$ cat src/rtl/ula_sched_pkg.sv
// Shared types and constants for the ALU request scheduler.
package ula_sched_pkg;

  typedef enum logic [1:0] {
    IDLE = 2'd0,
    EXEC = 2'd1,
    DONE = 2'd2
  } state_t;

  localparam int FLAG_O = 3;
  localparam int FLAG_C = 2;
  localparam int FLAG_S = 1;
  localparam int FLAG_Z = 0;

  localparam logic [1:0] FMT_FLAG = 2'b10;

  // Arith/logic op codes carried in op[4:0]; op[5] swaps the operands.
  localparam logic [4:0] OP_ADD = 5'd0;
  localparam logic [4:0] OP_SUB = 5'd1;
  localparam logic [4:0] OP_AND = 5'd2;
  localparam logic [4:0] OP_OR  = 5'd3;
  localparam logic [4:0] OP_XOR = 5'd4;
  localparam logic [4:0] OP_NOT = 5'd5;

  function automatic logic is_flag_op(input logic [7:0] op);
    return op[7:6] == FMT_FLAG;
  endfunction

endpackage

$ cat src/rtl/ula_sched_if.sv
// Request/response bundle between two requesters, the scheduler and its consumer.
interface ula_sched_if #(parameter int bits = 16);
  logic            req0_valid, req0_ready;
  logic [bits-1:0] req0_a, req0_b;
  logic [7:0]      req0_op;
  logic            req1_valid, req1_ready;
  logic [bits-1:0] req1_a, req1_b;
  logic [7:0]      req1_op;
  logic            rsp_valid, rsp_ready, rsp_id;
  logic [bits-1:0] rsp_resu;
  logic [3:0]      rsp_flags, flag_reg;
  logic            busy;

  modport master (
    output req0_valid, req0_a, req0_b, req0_op,
    output req1_valid, req1_a, req1_b, req1_op,
    output rsp_ready,
    input  req0_ready, req1_ready, rsp_valid, rsp_id, rsp_resu, rsp_flags, flag_reg, busy
  );

  modport slave (
    input  req0_valid, req0_a, req0_b, req0_op,
    input  req1_valid, req1_a, req1_b, req1_op,
    input  rsp_ready,
    output req0_ready, req1_ready, rsp_valid, rsp_id, rsp_resu, rsp_flags, flag_reg, busy
  );
endinterface

$ cat src/rtl/ula_rr_arb.sv
// Two-way round-robin grant; last_grant advances only when the grant is taken.
module ula_rr_arb (
  input  logic       clk,
  input  logic       rst,
  input  logic [1:0] valid,
  input  logic       accept,
  output logic       grant
);

  logic last_grant;

  // Contention goes to whoever did not win last; otherwise the lone requester.
  always_comb grant = (valid[0] && valid[1]) ? ~last_grant : valid[1];

  always_ff @(posedge clk or posedge rst) begin
    if (rst)         last_grant <= 1'b1;
    else if (accept) last_grant <= grant;
  end

endmodule

$ cat src/rtl/ula_sched_alu.sv
// Combinational ALU: add/sub/logic with {O,C,S,Z}; C is carry on add, borrow on sub.
module ula_sched_alu import ula_sched_pkg::*; #(parameter int bits = 16) (
  input  logic [bits-1:0] a,
  input  logic [bits-1:0] b,
  input  logic [5:0]      op,
  output logic [bits-1:0] resu,
  output logic [3:0]      flags
);

  logic [bits-1:0] x, y;
  logic [bits:0]   wide;
  logic            o, c;

  always_comb begin
    x    = op[5] ? b : a;
    y    = op[5] ? a : b;
    wide = '0;
    o    = 1'b0;
    c    = 1'b0;
    resu = x;
    case (op[4:0])
      OP_ADD: begin
        wide = {1'b0, x} + {1'b0, y};
        resu = wide[bits-1:0];
        c    = wide[bits];
        o    = (x[bits-1] == y[bits-1]) && (resu[bits-1] != x[bits-1]);
      end
      OP_SUB: begin
        wide = {1'b0, x} - {1'b0, y};
        resu = wide[bits-1:0];
        c    = wide[bits];
        o    = (x[bits-1] != y[bits-1]) && (resu[bits-1] != x[bits-1]);
      end
      OP_AND:  resu = x & y;
      OP_OR:   resu = x | y;
      OP_XOR:  resu = x ^ y;
      OP_NOT:  resu = ~x;
      default: resu = x;
    endcase
    flags         = '0;
    flags[FLAG_O] = o;
    flags[FLAG_C] = c;
    flags[FLAG_S] = resu[bits-1];
    flags[FLAG_Z] = (resu == '0);
  end

endmodule

$ cat src/rtl/ula_sched.sv
// Two-requester ALU scheduler: round-robin accept, one EXEC cycle, held response.
module ula_sched import ula_sched_pkg::*; #(parameter int bits = 16) (
  input logic        clk,
  input logic        rst,
  ula_sched_if.slave bus
);

  state_t          state_q, state_d;
  logic            grant, accept;
  logic [bits-1:0] a_q, b_q, alu_resu, resu_q;
  logic [7:0]      op_q;
  logic            id_q, rsp_id_q;
  logic [3:0]      alu_flags, rsp_flags_q, flag_reg_q;

  ula_rr_arb u_arb (
    .clk    (clk),
    .rst    (rst),
    .valid  ({bus.req1_valid, bus.req0_valid}),
    .accept (accept),
    .grant  (grant)
  );

  ula_sched_alu #(.bits(bits)) ULA (
    .a     (a_q),
    .b     (b_q),
    .op    (op_q[5:0]),
    .resu  (alu_resu),
    .flags (alu_flags)
  );

  always_ff @(posedge clk or posedge rst) begin
    if (rst) state_q <= IDLE;
    else     state_q <= state_d;
  end

  always_comb begin
    state_d        = state_q;
    bus.req0_ready = 1'b0;
    bus.req1_ready = 1'b0;
    case (state_q)
      IDLE: begin
        bus.req0_ready = !grant && bus.req0_valid;
        bus.req1_ready =  grant && bus.req1_valid;
        if (bus.req0_ready || bus.req1_ready) state_d = EXEC;
      end
      EXEC:    state_d = DONE;
      DONE:    if (bus.rsp_ready) state_d = IDLE;
      default: state_d = IDLE;
    endcase
  end

  assign accept = bus.req0_ready || bus.req1_ready;

  always_ff @(posedge clk or posedge rst) begin
    if (rst) begin
      a_q         <= '0;
      b_q         <= '0;
      op_q        <= '0;
      id_q        <= 1'b0;
      resu_q      <= '0;
      rsp_id_q    <= 1'b0;
      rsp_flags_q <= '0;
      flag_reg_q  <= '0;
    end else begin
      if (accept) begin
        a_q  <= grant ? bus.req1_a  : bus.req0_a;
        b_q  <= grant ? bus.req1_b  : bus.req0_b;
        op_q <= grant ? bus.req1_op : bus.req0_op;
        id_q <= grant;
      end
      // Constant-format ops report zero flags and leave the sticky register alone.
      if (state_q == EXEC) begin
        resu_q      <= alu_resu;
        rsp_id_q    <= id_q;
        rsp_flags_q <= is_flag_op(op_q) ? alu_flags : 4'b0000;
        if (is_flag_op(op_q)) flag_reg_q <= alu_flags;
      end
    end
  end

  assign bus.rsp_valid = (state_q == DONE);
  assign bus.rsp_id    = rsp_id_q;
  assign bus.rsp_resu  = resu_q;
  assign bus.rsp_flags = rsp_flags_q;
  assign bus.flag_reg  = flag_reg_q;
  assign bus.busy      = (state_q != IDLE);

endmodule

$ cat src/flat_wrapper.sv
// flat-port wrapper written by rule: the top's interface ports become plain ports
module ula_sched_flat import ula_sched_pkg::*;
#(parameter int bits = 16)
  (clk, rst, bus_req0_valid, bus_req0_a, bus_req0_b, bus_req0_op, bus_req1_valid, bus_req1_a, bus_req1_b, bus_req1_op, bus_rsp_ready, bus_req0_ready, bus_req1_ready, bus_rsp_valid, bus_rsp_id, bus_rsp_resu, bus_rsp_flags, bus_flag_reg, bus_busy);
  ula_sched_if #(.bits(bits)) bus_i ();
  input logic clk;
  input logic rst;
  input wire logic [$bits(bus_i.req0_valid)-1:0] bus_req0_valid;
  input wire logic [$bits(bus_i.req0_a)-1:0] bus_req0_a;
  input wire logic [$bits(bus_i.req0_b)-1:0] bus_req0_b;
  input wire logic [$bits(bus_i.req0_op)-1:0] bus_req0_op;
  input wire logic [$bits(bus_i.req1_valid)-1:0] bus_req1_valid;
  input wire logic [$bits(bus_i.req1_a)-1:0] bus_req1_a;
  input wire logic [$bits(bus_i.req1_b)-1:0] bus_req1_b;
  input wire logic [$bits(bus_i.req1_op)-1:0] bus_req1_op;
  input wire logic [$bits(bus_i.rsp_ready)-1:0] bus_rsp_ready;
  output wire logic [$bits(bus_i.req0_ready)-1:0] bus_req0_ready;
  output wire logic [$bits(bus_i.req1_ready)-1:0] bus_req1_ready;
  output wire logic [$bits(bus_i.rsp_valid)-1:0] bus_rsp_valid;
  output wire logic [$bits(bus_i.rsp_id)-1:0] bus_rsp_id;
  output wire logic [$bits(bus_i.rsp_resu)-1:0] bus_rsp_resu;
  output wire logic [$bits(bus_i.rsp_flags)-1:0] bus_rsp_flags;
  output wire logic [$bits(bus_i.flag_reg)-1:0] bus_flag_reg;
  output wire logic [$bits(bus_i.busy)-1:0] bus_busy;
  assign bus_i.req0_valid = bus_req0_valid;
  assign bus_i.req0_a = bus_req0_a;
  assign bus_i.req0_b = bus_req0_b;
  assign bus_i.req0_op = bus_req0_op;
  assign bus_i.req1_valid = bus_req1_valid;
  assign bus_i.req1_a = bus_req1_a;
  assign bus_i.req1_b = bus_req1_b;
  assign bus_i.req1_op = bus_req1_op;
  assign bus_i.rsp_ready = bus_rsp_ready;
  assign bus_req0_ready = bus_i.req0_ready;
  assign bus_req1_ready = bus_i.req1_ready;
  assign bus_rsp_valid = bus_i.rsp_valid;
  assign bus_rsp_id = bus_i.rsp_id;
  assign bus_rsp_resu = bus_i.rsp_resu;
  assign bus_rsp_flags = bus_i.rsp_flags;
  assign bus_flag_reg = bus_i.flag_reg;
  assign bus_busy = bus_i.busy;
  ula_sched #(.bits(bits)) u_core (.clk(clk), .rst(rst), .bus(bus_i));
endmodule
$ cat config.mk
export PLATFORM = sky130hd
export DESIGN_NAME = ula_sched_flat
export DESIGN_NICKNAME = d
export VERILOG_FILES = /design/src/rtl/ula_sched_pkg.sv /design/src/rtl/ula_sched_if.sv /design/src/rtl/ula_rr_arb.sv /design/src/rtl/ula_sched_alu.sv /design/src/rtl/ula_sched.sv /design/src/flat_wrapper.sv
export SDC_FILE = /design/constraint.sdc
export NUM_CORES = 1
export LEC_CHECK = 0
export CORE_AREA = 2 2 107 109
export DETAILED_ROUTE_END_ITERATION = 16
export DIE_AREA = 0 0 109 111
export GPL_TIMING_DRIVEN = 0
export PLACE_DENSITY = 0.89
export RECOVER_POWER = 100
export SYNTH_ARGS = -nofsm -noshare
export SYNTH_HDL_FRONTEND = slang
export SYNTH_SLANG_ARGS = --single-unit
$ cat constraint.sdc
create_clock -name clk -period 6.1 [get_ports clk]
set_input_delay 0.61 -clock clk [delete_from_list [all_inputs] [get_ports clk]]
set_output_delay 0.61 -clock clk [all_outputs]
set_load 0.01 [all_outputs]
# Yosys cells after proc, flatten, opt, wreduce, memory -nomap -nowiden
# Index checks and enable logic that the tools add are counted.
[totals] word_cells=60 ff_bits=69
[classes] n_eq_ne=14 n_bitwise=5 n_reduce_logical=14 mux=15 addsub=2
[ops] cell="16-bit one-hot mux with 6 select lines" count=1
[ops] cell="16-bit 2-to-1 mux" count=4
[ops] cell="16-bit by 16-bit adder with 17-bit output" count=1
[ops] cell="16-bit by 16-bit subtractor with 17-bit output" count=1
[ops] cell="16-bit bitwise AND" count=1
[ops] cell="16-bit logical NOT" count=1
[ops] cell="16-bit inverter" count=1
[ops] cell="16-bit OR" count=1
[ops] cell="16-bit bitwise XOR" count=1
[ops] cell="5-bit by 2-bit equality test with 1-bit output (second input constant)" count=2
[ops] cell="5-bit by 3-bit equality test with 1-bit output (second input constant)" count=2
[ops] cell="8-bit 2-to-1 mux" count=1
[ops] cell="2-bit one-hot mux with 3 select lines" count=1
[ops] cell="5-bit by 1-bit equality test with 1-bit output (second input constant)" count=1
[ops] cell="1-bit logical AND" count=5
[ops] cell="5-bit logical NOT" count=1
[ops] cell="2-bit equality test (second input constant)" count=2
[ops] cell="2-bit 2-to-1 mux" count=2
[ops] cell="4-bit 2-to-1 mux" count=1
[ops] cell="1-bit one-hot mux with 2 select lines" count=2
[ops] cell="2-bit AND reduction" count=2
[ops] cell="1-bit 2-to-1 mux" count=3
[ops] cell="1-bit inequality test" count=3
[ops] cell="2-bit by 1-bit equality test with 1-bit output (second input constant)" count=1
[ops] cell="other kinds (8)" count=9

# Logic depth before layout (Yosys ltp)
# Gate-level depths: netlist of run 1.
[logic_depth] depth_word=7 depth_mapped=17 mapped_depth_nobuf=14

# By module
# From an unflattened synthesis of run 1, not the netlist that was laid out.
[hier_totals] cells_unflattened=678 area_unflattened_um2=6592.6
[modules_own_cells] module="ula_sched" area_each_um2=3271.9 instances=1 seq_area_each_um2=1701.6 cells_per_inst=214
[modules_own_cells] module="ula_sched_alu" area_each_um2=3264.4 instances=1 seq_area_each_um2=0.0 cells_per_inst=460
[modules_own_cells] module="ula_rr_arb" area_each_um2=56.3 instances=1 seq_area_each_um2=26.3 cells_per_inst=4

# Worst setup path before layout of run 1
# OpenSTA, ideal clock, no wires.
[synth_path] path_kind="register to register" from="register u_core.op_q[5]" to="register u_core.rsp_flags_q[0], in the netlist u_core.bus.rsp_flags[0]" setup_ns=0.067 t_arrival_ns=3.895 stages_incl_launch_ff=17 slack_ns=2.138 period_less_slack_ns=3.962 cell_sequence="dfrtp_1 -> buf_4 -> buf_2 -> buf_2 -> buf_1 -> mux2i_1 -> inv_1 -> ha_1 -> and2b_1 -> o31a_1 -> or4_4 -> a21o_1 -> a221oi_2 -> nor2_1 -> nor4b_2 -> nand4_1 -> nand2_1"
[synth_between] elab_chain_len=5 elab_cells_between_ends=11 classes_between="add/sub (2); mux (4); bitwise (4); reduce/logical (1)"
[synth_lines] item="start: declaration" line="ula_sched.sv:11" source="logic [7:0] op_q;"
[synth_lines] item="start signal: assignment" line="ula_sched.sv:68" source="op_q <= grant ? bus.req1_op : bus.req0_op;"
[synth_lines] item="16-bit 2-to-1 mux (on tied branches)" line="ula_sched_alu.sv:15, ula_sched_alu.sv:16"
[synth_lines] item="16-bit by 16-bit subtractor with 17-bit output, or another cell as far along" line="ula_sched_alu.sv:29" source="wide = {1'b0, x} - {1'b0, y};"
[synth_lines] item="16-bit one-hot mux with 6 select lines (*)" line="ula_sched_alu.sv:21" source="case (op[4:0])"
[synth_lines] item="16-bit logical NOT (*)" line="ula_sched_alu.sv:44" source="flags[FLAG_Z] = (resu == '0);"
[synth_lines] item="4-bit 2-to-1 mux (*)" line="ula_sched.sv:75" source="rsp_flags_q <= is_flag_op(op_q) ? alu_flags : 4'b0000;"
[synth_lines] item="end signal: assignment" line="ula_sched.sv:75"
[synth_lines] item="end: declaration" line="ula_sched.sv:13" source="logic [3:0] alu_flags, rsp_flags_q, flag_reg_q;"
# Every way passes the cells marked *; elsewhere a longest branch is shown, timed or not.
# A chain may end at the register's enable or synchronous reset.

# Final worst setup path of run 1
# Ends and elaborated chain as after synthesis.

==> results of run 1 <==
-- synthesized netlist by cell type (6+ instances only) --
cell type   n
a211oi_1    9
a21o_1      9
a21oi_1    75
a221oi_1    8
buf_2       6
clkbuf_1   38
dfrtp_1    68
ha_1       50
inv_1      52
mux2i_1    74
nand2_1    58
nand3_1     8
nor2_1     86
nor2b_1    12
nor3_1     16
o211ai_1    8
o21ai_0    41
o22ai_1     8
o31ai_1     6
-- per-layer routing --
layer	wire, um	track usage, %	vias up
met5	0	0	-
met4	495	10.8	0
met3	1890	5.82	58
met2	9130	53.1	380
met1	8210	45.5	2993
li1	-	-	2982
-- how the worst min path moves through the flow --
stage	to	slack, ps	cells after the start	startpoint
6_report	u_core.bus.rsp_flags[0]	460	2	u_core.bus.rsp_flags[0]
5_1_grt	u_core.bus.rsp_flags[0]	480	2	u_core.bus.rsp_flags[0]
4_1_cts	u_core.bus.rsp_flags[0]	480	2	u_core.bus.rsp_flags[0]
3_5_place_dp	u_core.bus.rsp_flags[0]	460	2	u_core.bus.rsp_flags[0]
3_3_place_gp	u_core.bus.rsp_flags[0]	450	2	u_core.bus.rsp_flags[0]
2_1_floorplan	u_core.id_q	450	1	u_core.id_q
-- power breakdown --
group | leakage (nW) | switching (mW) | internal (mW)
combinational | 2.50 | 2.50 | 1.43
sequential | 0.799 | 0.160 | 0.676
clock | 0.152 | 0.214 | 0.370
total | 3.45 | 2.88 | 2.48
-- worst min-delay path, delay by kind of cell, from the launching register on --
kind,cells,cell delay (ps)
flip-flops,1,330
AND/OR/NAND/NOR,2,100
-- per-stage QoR --
step	setup slack, ps	std cells	cell area, sq um	hold slack (ps)
after CTS	1130	1032	7850	476
after detailed placement	1190	1016	7520	463
after global routing	472	1032	7810	484
final	722	1032	7810	465
after floorplan	2140	759	6190	446
after global placement	1240	1015	7500	449
-- cells by family after synthesis --
logic type,after synthesis,synth area share (%)
compound gates,225,23.6
simple gates,225,17.3
buf+inv,102,6.60
mux,78,12.7
flops,69,27.9
fa+ha+maj,52,10.7
xor+xnor,8,1.13
-- cell type report --
type	instances	area [sq um]	area share (%)
inverter	52	195	2.50
tap	143	179	2.29
buffer	50	213	2.72
clock inverter	5	83.8	1.07
sequential	69	1730	22.1
multi-input combinational	588	4030	51.6
clock buffer	11	243	3.11
timing repair buffer	114	1130	14.5
==> summary.md, run 1 <==
| Metric | Value |
|---|---|
| Initial Utilization | `between 50% and 60%` |
| Core area | `between 0.01 and 0.015 sq mm` |
| RSZ-0062 raised after global routing | `no` |
| Final Hold Vio Count | `0` |
| Initial antenna violation count | `0` |
| Routed Antenna Nets | `0` |
| Worst setup path end | `u_core.bus.rsp_flags[0]` |
| DR iter-0 viols | `between 600 and 700` |
| Detail-routed via count per cell | `6.21` |
| Failing checks | `max-capacitance violations, max-slew violations` |
| YS warnings | `0` |
| DRC viols | `0` |
| FP Rows | `39` |
| Vias in the first global route | `around 6.1k` |
| Post-synth top flop | `dfrtp_1` |
| # diodes | `0` |
| Critical Setup Path Class | `flip-flop to flip-flop` |
| Area of the mapped netlist | `0.00619 sq mm` |
| Synth area leaders | `dfrtp_1 (27%), mux2i_1 (12%), ha_1 (10%)` |
| Routed wire length | `around 20,000 um` |
| Crit Reg-Reg Startpoint | `u_core.op_q[5]` |
| Fraction of layout cells with a size suffix above 1 | `slightly below 4%` |
| Most common cell after layout, fill and taps aside | `nor2_1` |
| First-pass DRT Iterations | `6` |
| Status | `complete, but fails checks` |
| Worst Path Required | `6380 ps` |
| Final HPWL DP | `15,100 um` |
| Average footprint of a synthesized cell | `8.16 sq um` |
| CP cell instances | `buf_4 > buf_2 > clkbuf_1 > clkbuf_1 > mux2i_1 > ha_1 > nor2_1 > a221oi_1 > nor4_1 > nor4b_1 > nor2_1 > a311o_1 > a221oi_1 > nand4_1 > nand2_1` |
| GR Overflow Total | `0` |
| Max Clk Rate | `between 0.15 and 0.2 GHz` |
| R2R Path End | `u_core.bus.rsp_flags[0]` |
| Synthesis-stage register bit count | `69` |
| Post-synth ARST share | `100%` |
| Skew-Pair Late Insertion Delay | `approximately 350 ps` |
| R2R depth | `15` |
| Die footprint | `0.0121 sq mm` |
| All-layer global routing usage | `33.3%` |
| CTS Hold Bufs | `0` |
| Peak VDD IR | `slightly below 0.3 mV` |
| CTS buffer count | `9` |
| Worst slew pin tran | `around 2400 ps` |
| Fin crit period | `5380 ps` |
| Power Density | `686 mW/mm^2` |
| Crit end category | `flip-flop` |
| Tightest Hold Check Type | `flip-flop to flip-flop` |
| Clock Skew | `between 10 and 15 ps` |
| # fillers | `895` |
| Vias | `roughly 6.4k` |
| Util after Layout | `70.5%` |
| R2r setup slk | `720 ps` |
| Maxcap violations | `1` |
| Wirelength per Cell | `roughly 19 um` |
| Total power | `about 5.4 mW` |
| CP max FO | `10` |
| Die X-Extent | `~110 um` |
| Sequential fraction of the synthesis area | `between 20% and 30%` |
| CP arrival | `5660 ps` |
| Maximum clock path buffer count | `2` |
| Levels on crit path | `15` |
| Setup TNS | `0 ps` |
| Worst Path Buf+Inv | `4` |
| Clock Sink Count | `69` |
| Worst path max stage delay | `610 ps` |
| Post-CTS Setup Bufs | `0` |
| Most frequent cells in the layout | `nor2_1 (86), clkdlybuf4s50_1 (82), a21oi_1 (75), mux2i_1 (74), dfrtp_1 (68)` |
| Die height | `111 um` |
| Largest net degree at the start of global routing | `46` |
| Nets | `1,021` |
| CP delay by family, top | `buffers and inverters` |
| CTS tree | `yes` |
| Root Buffer | `clkbuf_16` |
| H-tree levels | `3` |
| Ports | `114` |
| Post_cts resized | `0` |
| # port buffers | `113` |
| Yosys top cell area share | `27.5%` |
| Final GP Congestion | `1.02` |
| Unique cell type count in the Yosys netlist | `75` |
| Cell taking the most area after synthesis | `dfrtp_1` |
| Syn-to-layout area delta | `26.1%` |
| Syn Inst Count | `759` |
| Final critical-path share of the clock period | `88.2%` |
| Post-synth EDFFs | `0` |
| Final Setup Violations | `0` |
| Leakage power | `3.45 nW` |
| Mapped Nets | `around 900` |
| Slowest CP cell | `clkbuf_1` |
| Clock-pin slew on the worst setup and hold paths | `roughly 60 ps` |
| First-pass GRT wire length | `31,500 um` |
| Crit path launch type | `flip-flop` |
| Pins over their slew limit | `46` |
| Rel. slew slack | `-57.5%` |
| Crit path from | `u_core.op_q[5]` |
Power figures use the tool's default switching activity.
==> inputs of run 2 (changes only) <==
ABC_AREA = 1   (was unset)
CAP_MARGIN = 20   (was unset)
CORE_AREA = 2 2 111 113   (was 2 2 107 109)
DIE_AREA = 0 0 113 115   (was 0 0 109 111)
SYNTH_HIERARCHICAL = 1   (was unset)
==> run 2 against run 1 <==
The run still ends with max-capacitance violations, max-slew violations left. Sequential cell count stayed put. Sequential share of layout area decreased by 1.7 points. Global-route usage rose by 0.13 points. Clock skew shrank 2.3 ps. Setup slack better by 610 ps. Critical endpoint is now u_core/bus.flag_reg[2]. Highest routed layer unchanged.
==> summary.md, run 2 <==
| Metric | Value |
|---|---|
| CP arrival | `5050 ps (-610 ps)` |
| Die footprint | `0.0130 sq mm (+7.4%)` |
| Most common cell after layout, fill and taps aside | `nand2_1` |
| Synth Area in Compound Gates | `11.4% (-12 points)` |
| Skew-Pair Late Insertion Delay | `340 ps (about the same)` |
| Post-CTS Setup Bufs | `0 (unchanged)` |
| Syn Inst Count | `1,114 (+47%)` |
| Detail-routed via count per cell | `5.50 (-11%)` |
| Core area | `0.0118 sq mm (+6.6%)` |
| DRC viols | `0 (unchanged)` |
| Count leader, synth | `nand2_1` |
| Multiplexer area fraction after synthesis | `0% (-13 points)` |
| Simple-Gate Fraction of Synth Area | `39.6% (+22 points)` |
| Area of the mapped netlist | `0.00686 sq mm (+11%)` |
| Crit path launch type | `flip-flop` |
| Synth Area in XOR/XNOR | `0.383% (-0.75 points)` |
| Initial antenna violation count | `0 (unchanged)` |
| Vias in the first global route | `7,175 (+18%)` |
| Routed Antenna Nets | `0 (unchanged)` |
| Cell taking the most area after synthesis | `dfrtp_1` |
| Ports | `114 (unchanged)` |
| Average footprint of a synthesized cell | `6.16 sq um (-25%)` |
| Clock Skew | `8.68 ps (-2.28 ps)` |
| Vias | `7,657 (+19%)` |
| H-tree levels | `3 (unchanged)` |
| CTS tree | `yes` |
| CTS buffer count | `9 (unchanged)` |
| Rel. slew slack | `-36.5% (+21 points)` |
| Status | `complete, but fails checks` |
| Maxcap violations | `1 (unchanged)` |
| Syn-to-layout area delta | `23.1%` |
| # fillers | `985 (+10%)` |
| RSZ-0062 raised after global routing | `no` |
| Routed wire length | `21,400 um (+8.7%)` |
| Largest family of logic cells by synthesized area | `simple AND/OR/NAND/NOR gates` |
| Root Buffer | `clkbuf_16` |
| Final Hold Vio Count | `0 (unchanged)` |
| First-pass GRT wire length | `34,600 um (+10%)` |
| Sequential fraction of the synthesis area | `25.2% (-2.7 points)` |
| Initial Utilization | `58.1% (+2.2 points)` |
| CTS Hold Bufs | `0 (unchanged)` |
| Clock Sink Count | `69 (unchanged)` |
| Max Clk Rate | `0.210 GHz (+13%)` |
| Synth area leaders | `dfrtp_1 (25%), nand2_1 (20%), ha_1 (9.5%)` |
| Synthesis-stage register bit count | `69 (unchanged)` |
| Fraction of layout cells with a size suffix above 1 | `6.91% (+3.0 points)` |
| Worst slew pin tran | `2050 ps (-315 ps)` |
| Final HPWL DP | `16,600 um (+10%)` |
| Post_cts resized | `0 (unchanged)` |
| Cell Count, Final, Fillers Out | `1,391 (+35%)` |
| Die X-Extent | `113 um (+3.7%)` |
| Failing checks | `max-capacitance violations, max-slew violations` |
| Yosys top cell area share | `24.8% (-2.7 points)` |
| Post-synth top cells | `nand2_1 (363), inv_1 (156), nand3_1 (114)` |
| GR Overflow Total | `0 (unchanged)` |
| Maximum clock path buffer count | `2 (unchanged)` |
| FF/Latch Area | `0.00173 sq mm (unchanged)` |
| Worst Path Required | `6380 ps (about the same)` |
| Crit end category | `flip-flop` |
| Adder-Cell Fraction of Synth Area | `10.1% (-0.68 points)` |
| Final Setup Violations | `0 (unchanged)` |
| Final critical-path share of the clock period | `78.2% (-9.9 points)` |
| Critical Setup Path Class | `flip-flop to flip-flop` |
| FP Rows | `40 (+2.6%)` |
| All-layer global routing usage | `33.4% (+0.13 points)` |
| # diodes | `0 (unchanged)` |
| Mapped Nets | `1,253 (+40%)` |
| Tightest Hold Check Type | `flip-flop to flip-flop` |
| Area of the multi-input gates | `0.00420 sq mm (+4.1%)` |
| Hold path depth | `2 (unchanged)` |
| Most frequent cells in the layout | `nand2_1 (366), inv_1 (159), nand3_1 (114), o21ai_0 (89), clkdlybuf4s50_1 (83)` |
| Fin crit period | `4770 ps (-606 ps)` |
| Unique cell type count in the Yosys netlist | `40 (-47%)` |
| Pins over their slew limit | `41 (-11%)` |
| Clock-pin slew on the worst setup and hold paths | `60 ps (about the same)` |
| Post-synth ARST share | `100% (unchanged)` |
| Setup TNS | `0 ps (unchanged)` |
| R2R depth | `21 (+6)` |
| Die height | `115 um (+3.6%)` |
| Post-synth EDFFs | `0 (unchanged)` |
| Largest net degree at the start of global routing | `41 (-11%)` |
| YS warnings | `6 (+6)` |
| CP max FO | `10 (unchanged)` |
| Placed cell count | `1,375 (+35%)` |
| First-pass DRT Iterations | `6 (unchanged)` |
| Final GP Congestion | `1.07 (+4.9%)` |
| Post-synth top flop | `dfrtp_1` |
| Wirelength per Cell | `15.4 um (-19%)` |
| DR iter-0 viols | `692 (+7.3%)` |
| Nets | `1,378 (+35%)` |
| # port buffers | `113 (unchanged)` |
## run 2: cell types whose count changed after synthesis, moves of 17 or more
| cell | before | now |
|---|---|---|
| mux2i_1 | 74 | 0 |
| or2_2 | 1 | 18 |
| clkbuf_1 | 38 | 10 |
| nand3_1 | 8 | 114 |
| a21oi_1 | 75 | 30 |
| buf_2 | 6 | 26 |
| inv_1 | 52 | 156 |
| nand2_1 | 58 | 363 |
| o21ai_0 | 41 | 88 |
| nand4_1 | 4 | 24 |
## run 2: cells by family after synthesis
kind of cell    count (synthesis)
flops                          69
fa+ha+maj                      54
xor+xnor                        3
compound gates                148
simple gates                  622
buf+inv                       218
## run 2: critical path, stage by stage, from the launching register on
cell	delay (ps)
dfrtp_1	370
clkbuf_1	390
clkbuf_1	370
clkbuf_1	380
clkbuf_1	380
o21ai_0	220
inv_1	120
ha_1	240
inv_1	80
fa_1	440
o21ai_0	500
nand2_1	140
nand2_1	160
nand2_1	90
nand2_1	70
nand2_1	60
a21oi_1	120
o21ai_0	110
o31ai_1	140
buf_4	160
nand2_1	70
nand2_1	90
## run 2: worst paths after layout
| kind | endpoint | startpoint | slack (ps) |
|---|---|---|---|
| max | u_core/bus.flag_reg[2] | u_core/op_q[5] | 1330 |
| min | u_core/bus.rsp_flags[3] | u_core/bus.rsp_flags[3] | 470 |
| max reg2reg | u_core/bus.flag_reg[2] | u_core/op_q[5] | 1330 |
| min reg2reg | u_core/bus.rsp_flags[3] | u_core/bus.rsp_flags[3] | 470 |
| max in group asynchronous | u_core/a_q[6] | rst | 2610 |
| min in group asynchronous | u_core/u_arb/last_grant | rst | 720 |
## run 2: per-layer routing
layer  GRT usage, %  routed length (um)
met1           44.0                8840
met2           53.6                9660
met3           4.59                1820
met4           18.3                1110
met5              0                   0
## run 2: area by class of cell
| class | count | share of cell area (%) |
|---|---|---|
| Buffer | 50 | 2.84 |
| Clock buffer | 10 | 2.83 |
| Clock inverter | 6 | 1.11 |
| Inverter | 168 | 7.46 |
| Multi-Input combinational cell | 827 | 49.7 |
| Sequential cell | 69 | 20.5 |
| Tap cell | 147 | 2.18 |
| Timing Repair Buffer | 114 | 13.4 |
## run 2: per-stage QoR
step           cell area, sq um  worst slack, ps  util, %  hold slack, ps
2_1_floorplan              6860             2920        -             442
3_3_place_gp               8180             2070     69.2             455
3_5_place_dp               8200             2040     69.4             463
4_1_cts                    8530             2020     72.2             472
5_1_grt                    8450              977     71.5             489
6_report                   8450             1330     71.5             474
Power of run 2 is left out: the tool's default activity adds up to more than one toggle a clock period on the data nets, which glitch-free logic cannot reach.
==> inputs of run 3 (changes only) <==
CORE_AREA = 2 2 121 123   (was 2 2 111 113)
DIE_AREA = 0 0 123 125   (was 0 0 113 115)
PLACE_DENSITY = 0.8   (was 0.89)
clock period = 3.83 ns   (was 6.1 ns; I/O delays follow)
==> run 3 against run 2 <==
Critical path depth fell by 4. The flow still finishes with violations (max-capacitance violations, max-slew violations). Cell count rose by 2.5%. Clock skew barely moved. Sequential share of layout area fell by 0.13 points. Fmax rose by 31%. Register-to-register slack got worse by 1100 ps. Global-route usage fell by 5.7 points. Hold slack got worse by 3.1 ps.
==> summary.md, run 3 (synthesized netlist as in run 2, its figures left out) <==
| Metric | Value |
|---|---|
| RSZ-0062 raised after global routing | `no` |
| Rel. slew slack | `-31.4% (+5.1 points)` |
| Routed wire length | `21,000 um (-2.2%)` |
| All-layer global routing usage | `27.7% (-5.7 points)` |
| CP arrival | `3910 ps (-1140 ps)` |
| CTS buffer count | `9 (unchanged)` |
| R2R Path End | `u_core/bus.flag_reg[0]` |
| R2r setup slk | `190 ps (-1130 ps)` |
| Vias in the first global route | `7,036 (-1.9%)` |
| Wirelength per Cell | `14.7 um (-4.6%)` |
| FP Rows | `44 (+10%)` |
| # port buffers | `113 (unchanged)` |
| Final critical-path share of the clock period | `94.9% (+17 points)` |
| Fin crit period | `3640 ps (-1140 ps)` |
| Status | `complete, but fails checks` |
| DR iter-0 viols | `565 (-18%)` |
| Largest net degree at the start of global routing | `46 (+12%)` |
| Max Clk Rate | `0.275 GHz (+31%)` |
| DP Worst Slack | `-305 ps (-2340 ps)` |
| CTS tree | `yes` |
| Most frequent cells in the layout | `nand2_1 (366), inv_1 (158), nand3_1 (114), o21ai_0 (85), clkdlybuf4s50_1 (83)` |
| Maxcap violations | `1 (unchanged)` |
| Pins over their slew limit | `46 (+12%)` |
| Crit path from | `u_core/op_q[5]` |
| Most common cell after layout, fill and taps aside | `nand2_1` |
| Worst Path Buf+Inv | `2 (-5)` |
| Tightest Hold Check Type | `flip-flop to flip-flop` |
| Failing checks | `max-capacitance violations, max-slew violations` |
| Crit path launch type | `flip-flop` |
| Ports | `114 (unchanged)` |
| Final GP Congestion | `0.995 (-7.2%)` |
| Clock-pin slew on the worst setup and hold paths | `60 ps (about the same)` |
| CP delay by family, top | `simple AND/OR/NAND/NOR gates` |
| Die height | `125 um (+8.7%)` |
| Slowest CP cell | `o21ai_0` |
| Detail-routed via count per cell | `5.31 (-3.5%)` |
| Initial antenna violation count | `0 (unchanged)` |
| Levels on crit path | `17 (-19%)` |
| Final Setup Violations | `0 (unchanged)` |
| Final Hold Vio Count | `0 (unchanged)` |
| CP max FO | `19 (+9)` |
| H-tree levels | `3 (unchanged)` |
| CP cell instances | `buf_4 > buf_4 > o21ai_0 > fa_1 > nand4_1 > nand2_1 > nor2_1 > nand2_1 > nor2_1 > nand2_1 > nor2_1 > nand3_1 > nor2_1 > nand4_1 > nor2_1 > nand2_1 > nand2_1` |
| DRC viols | `0 (unchanged)` |
| Final worst setup slack | `195 ps (-1130 ps)` |
| Crit end category | `flip-flop` |
| Crit Reg-Reg Startpoint | `u_core/op_q[5]` |
| # fillers | `1,335 (+36%)` |
| Die footprint | `0.0154 sq mm (+18%)` |
| Worst Path Required | `4110 ps (-2270 ps)` |
| Post-CTS Setup Bufs | `0 (unchanged)` |
| Root Buffer | `clkbuf_16` |
| Fraction of layout cells with a size suffix above 1 | `7.41% (+0.49 points)` |
| Skew-Pair Late Insertion Delay | `340 ps (about the same)` |
| Nets | `1,376 (-0.15%)` |
| GR Overflow Total | `0 (unchanged)` |
| Final HPWL DP | `16,800 um (+1.2%)` |
| Worst slew pin tran | `1970 ps (-76.7 ps)` |
| Die X-Extent | `123 um (+8.8%)` |
| Worst path max stage delay | `760 ps (+260 ps)` |
| R2R depth | `17 (-19%)` |
| Vias | `7,574 (-1.1%)` |
| Maximum clock path buffer count | `2 (unchanged)` |
| Routed Antenna Nets | `0 (unchanged)` |
| Critical Setup Path Class | `flip-flop to flip-flop` |
| Core area | `0.0142 sq mm (+20%)` |
| Syn-to-layout area delta | `23.9%` |
| First-pass DRT Iterations | `6 (unchanged)` |
| Clock Sink Count | `69 (unchanged)` |
| # diodes | `0 (unchanged)` |
| First-pass GRT wire length | `34,100 um (-1.6%)` |
| Initial Utilization | `48.3% (-9.8 points)` |
| Worst setup path end | `u_core/bus.flag_reg[0]` |
| Clock Skew | `9.03 ps (+0.348 ps)` |
[run 3: changes by cell type in the layout (fill, tap and decap cells not counted), sizes merged]
cell,previous run,this run
clkbuf,36,28
inv,170,172
clkinv,1,0
buf,25,29
bufinv,2,1
dlymetal6s4s,0,1
clkinvlp,1,2
[run 3: per-layer routing]
layer  vias to the layer above  global-route usage (%)  routed length (um)
met5                         -                       0                   0
met4                         0                    9.29                 570
met3                        40                    4.24                1570
met2                       352                    45.7                9710
met1                      3420                    37.0                9110
li1                       3762                       -                   -
[run 3: timing repair]
| action | CTS | global route |
|---|---|---|
| endpoints found under the setup margin | 10 | 9 |
| gates resized for setup | 1 | 8 |
| hold buffers | 0 | 0 |
| pin swaps | 0 | 1 |
[run 3: per-stage QoR]
stage          hold slack, ps  instances  setup TNS (ps)  cell area (sq um)  utilization [%]
6_report                  471       1426               0               8500             59.9
5_1_grt                   486       1426               0               8500             59.9
4_1_cts                   400       1427               0               8550             60.2
3_5_place_dp              459       1412           -1800               8250             58.1
3_3_place_gp              456       1411           -1070               8230             57.9
2_1_floorplan             273       1114               0               6860                -
[run 3: worst min path at each step]
stage                             from                 endpoint  slack, ps  depth (start not counted)
2_1_floorplan                      rst  u_core/u_arb/last_grant        270                          1
3_3_place_gp               u_core/id_q        u_core/bus.rsp_id        460                          2
3_5_place_dp               u_core/id_q              u_core/id_q        460                          2
4_1_cts                            rst  u_core/u_arb/last_grant        400                          2
5_1_grt        u_core/bus.rsp_flags[3]  u_core/bus.rsp_flags[3]        490                          2
6_report       u_core/bus.rsp_resu[12]  u_core/bus.rsp_resu[12]        470                          2
[run 3: area by class of cell]
class	count	area [sq um]	share of cell area [%]
Multi-Input combinational cell	827	4210	49.5
Sequential cell	69	1730	20.3
Timing Repair Buffer	114	1140	13.4
Inverter	168	631	7.42
Buffer	48	259	3.05
Tap cell	184	230	2.71
Clock buffer	9	225	2.65
Clock inverter	7	80.1	0.942
[run 3: tightest hold or removal path, cell delays in order, from the launching register on]
cell	delay (ps)
dfrtp_1	340
nand2_1	50
nand2_1	50
Power of run 3 is left out for the same reason.
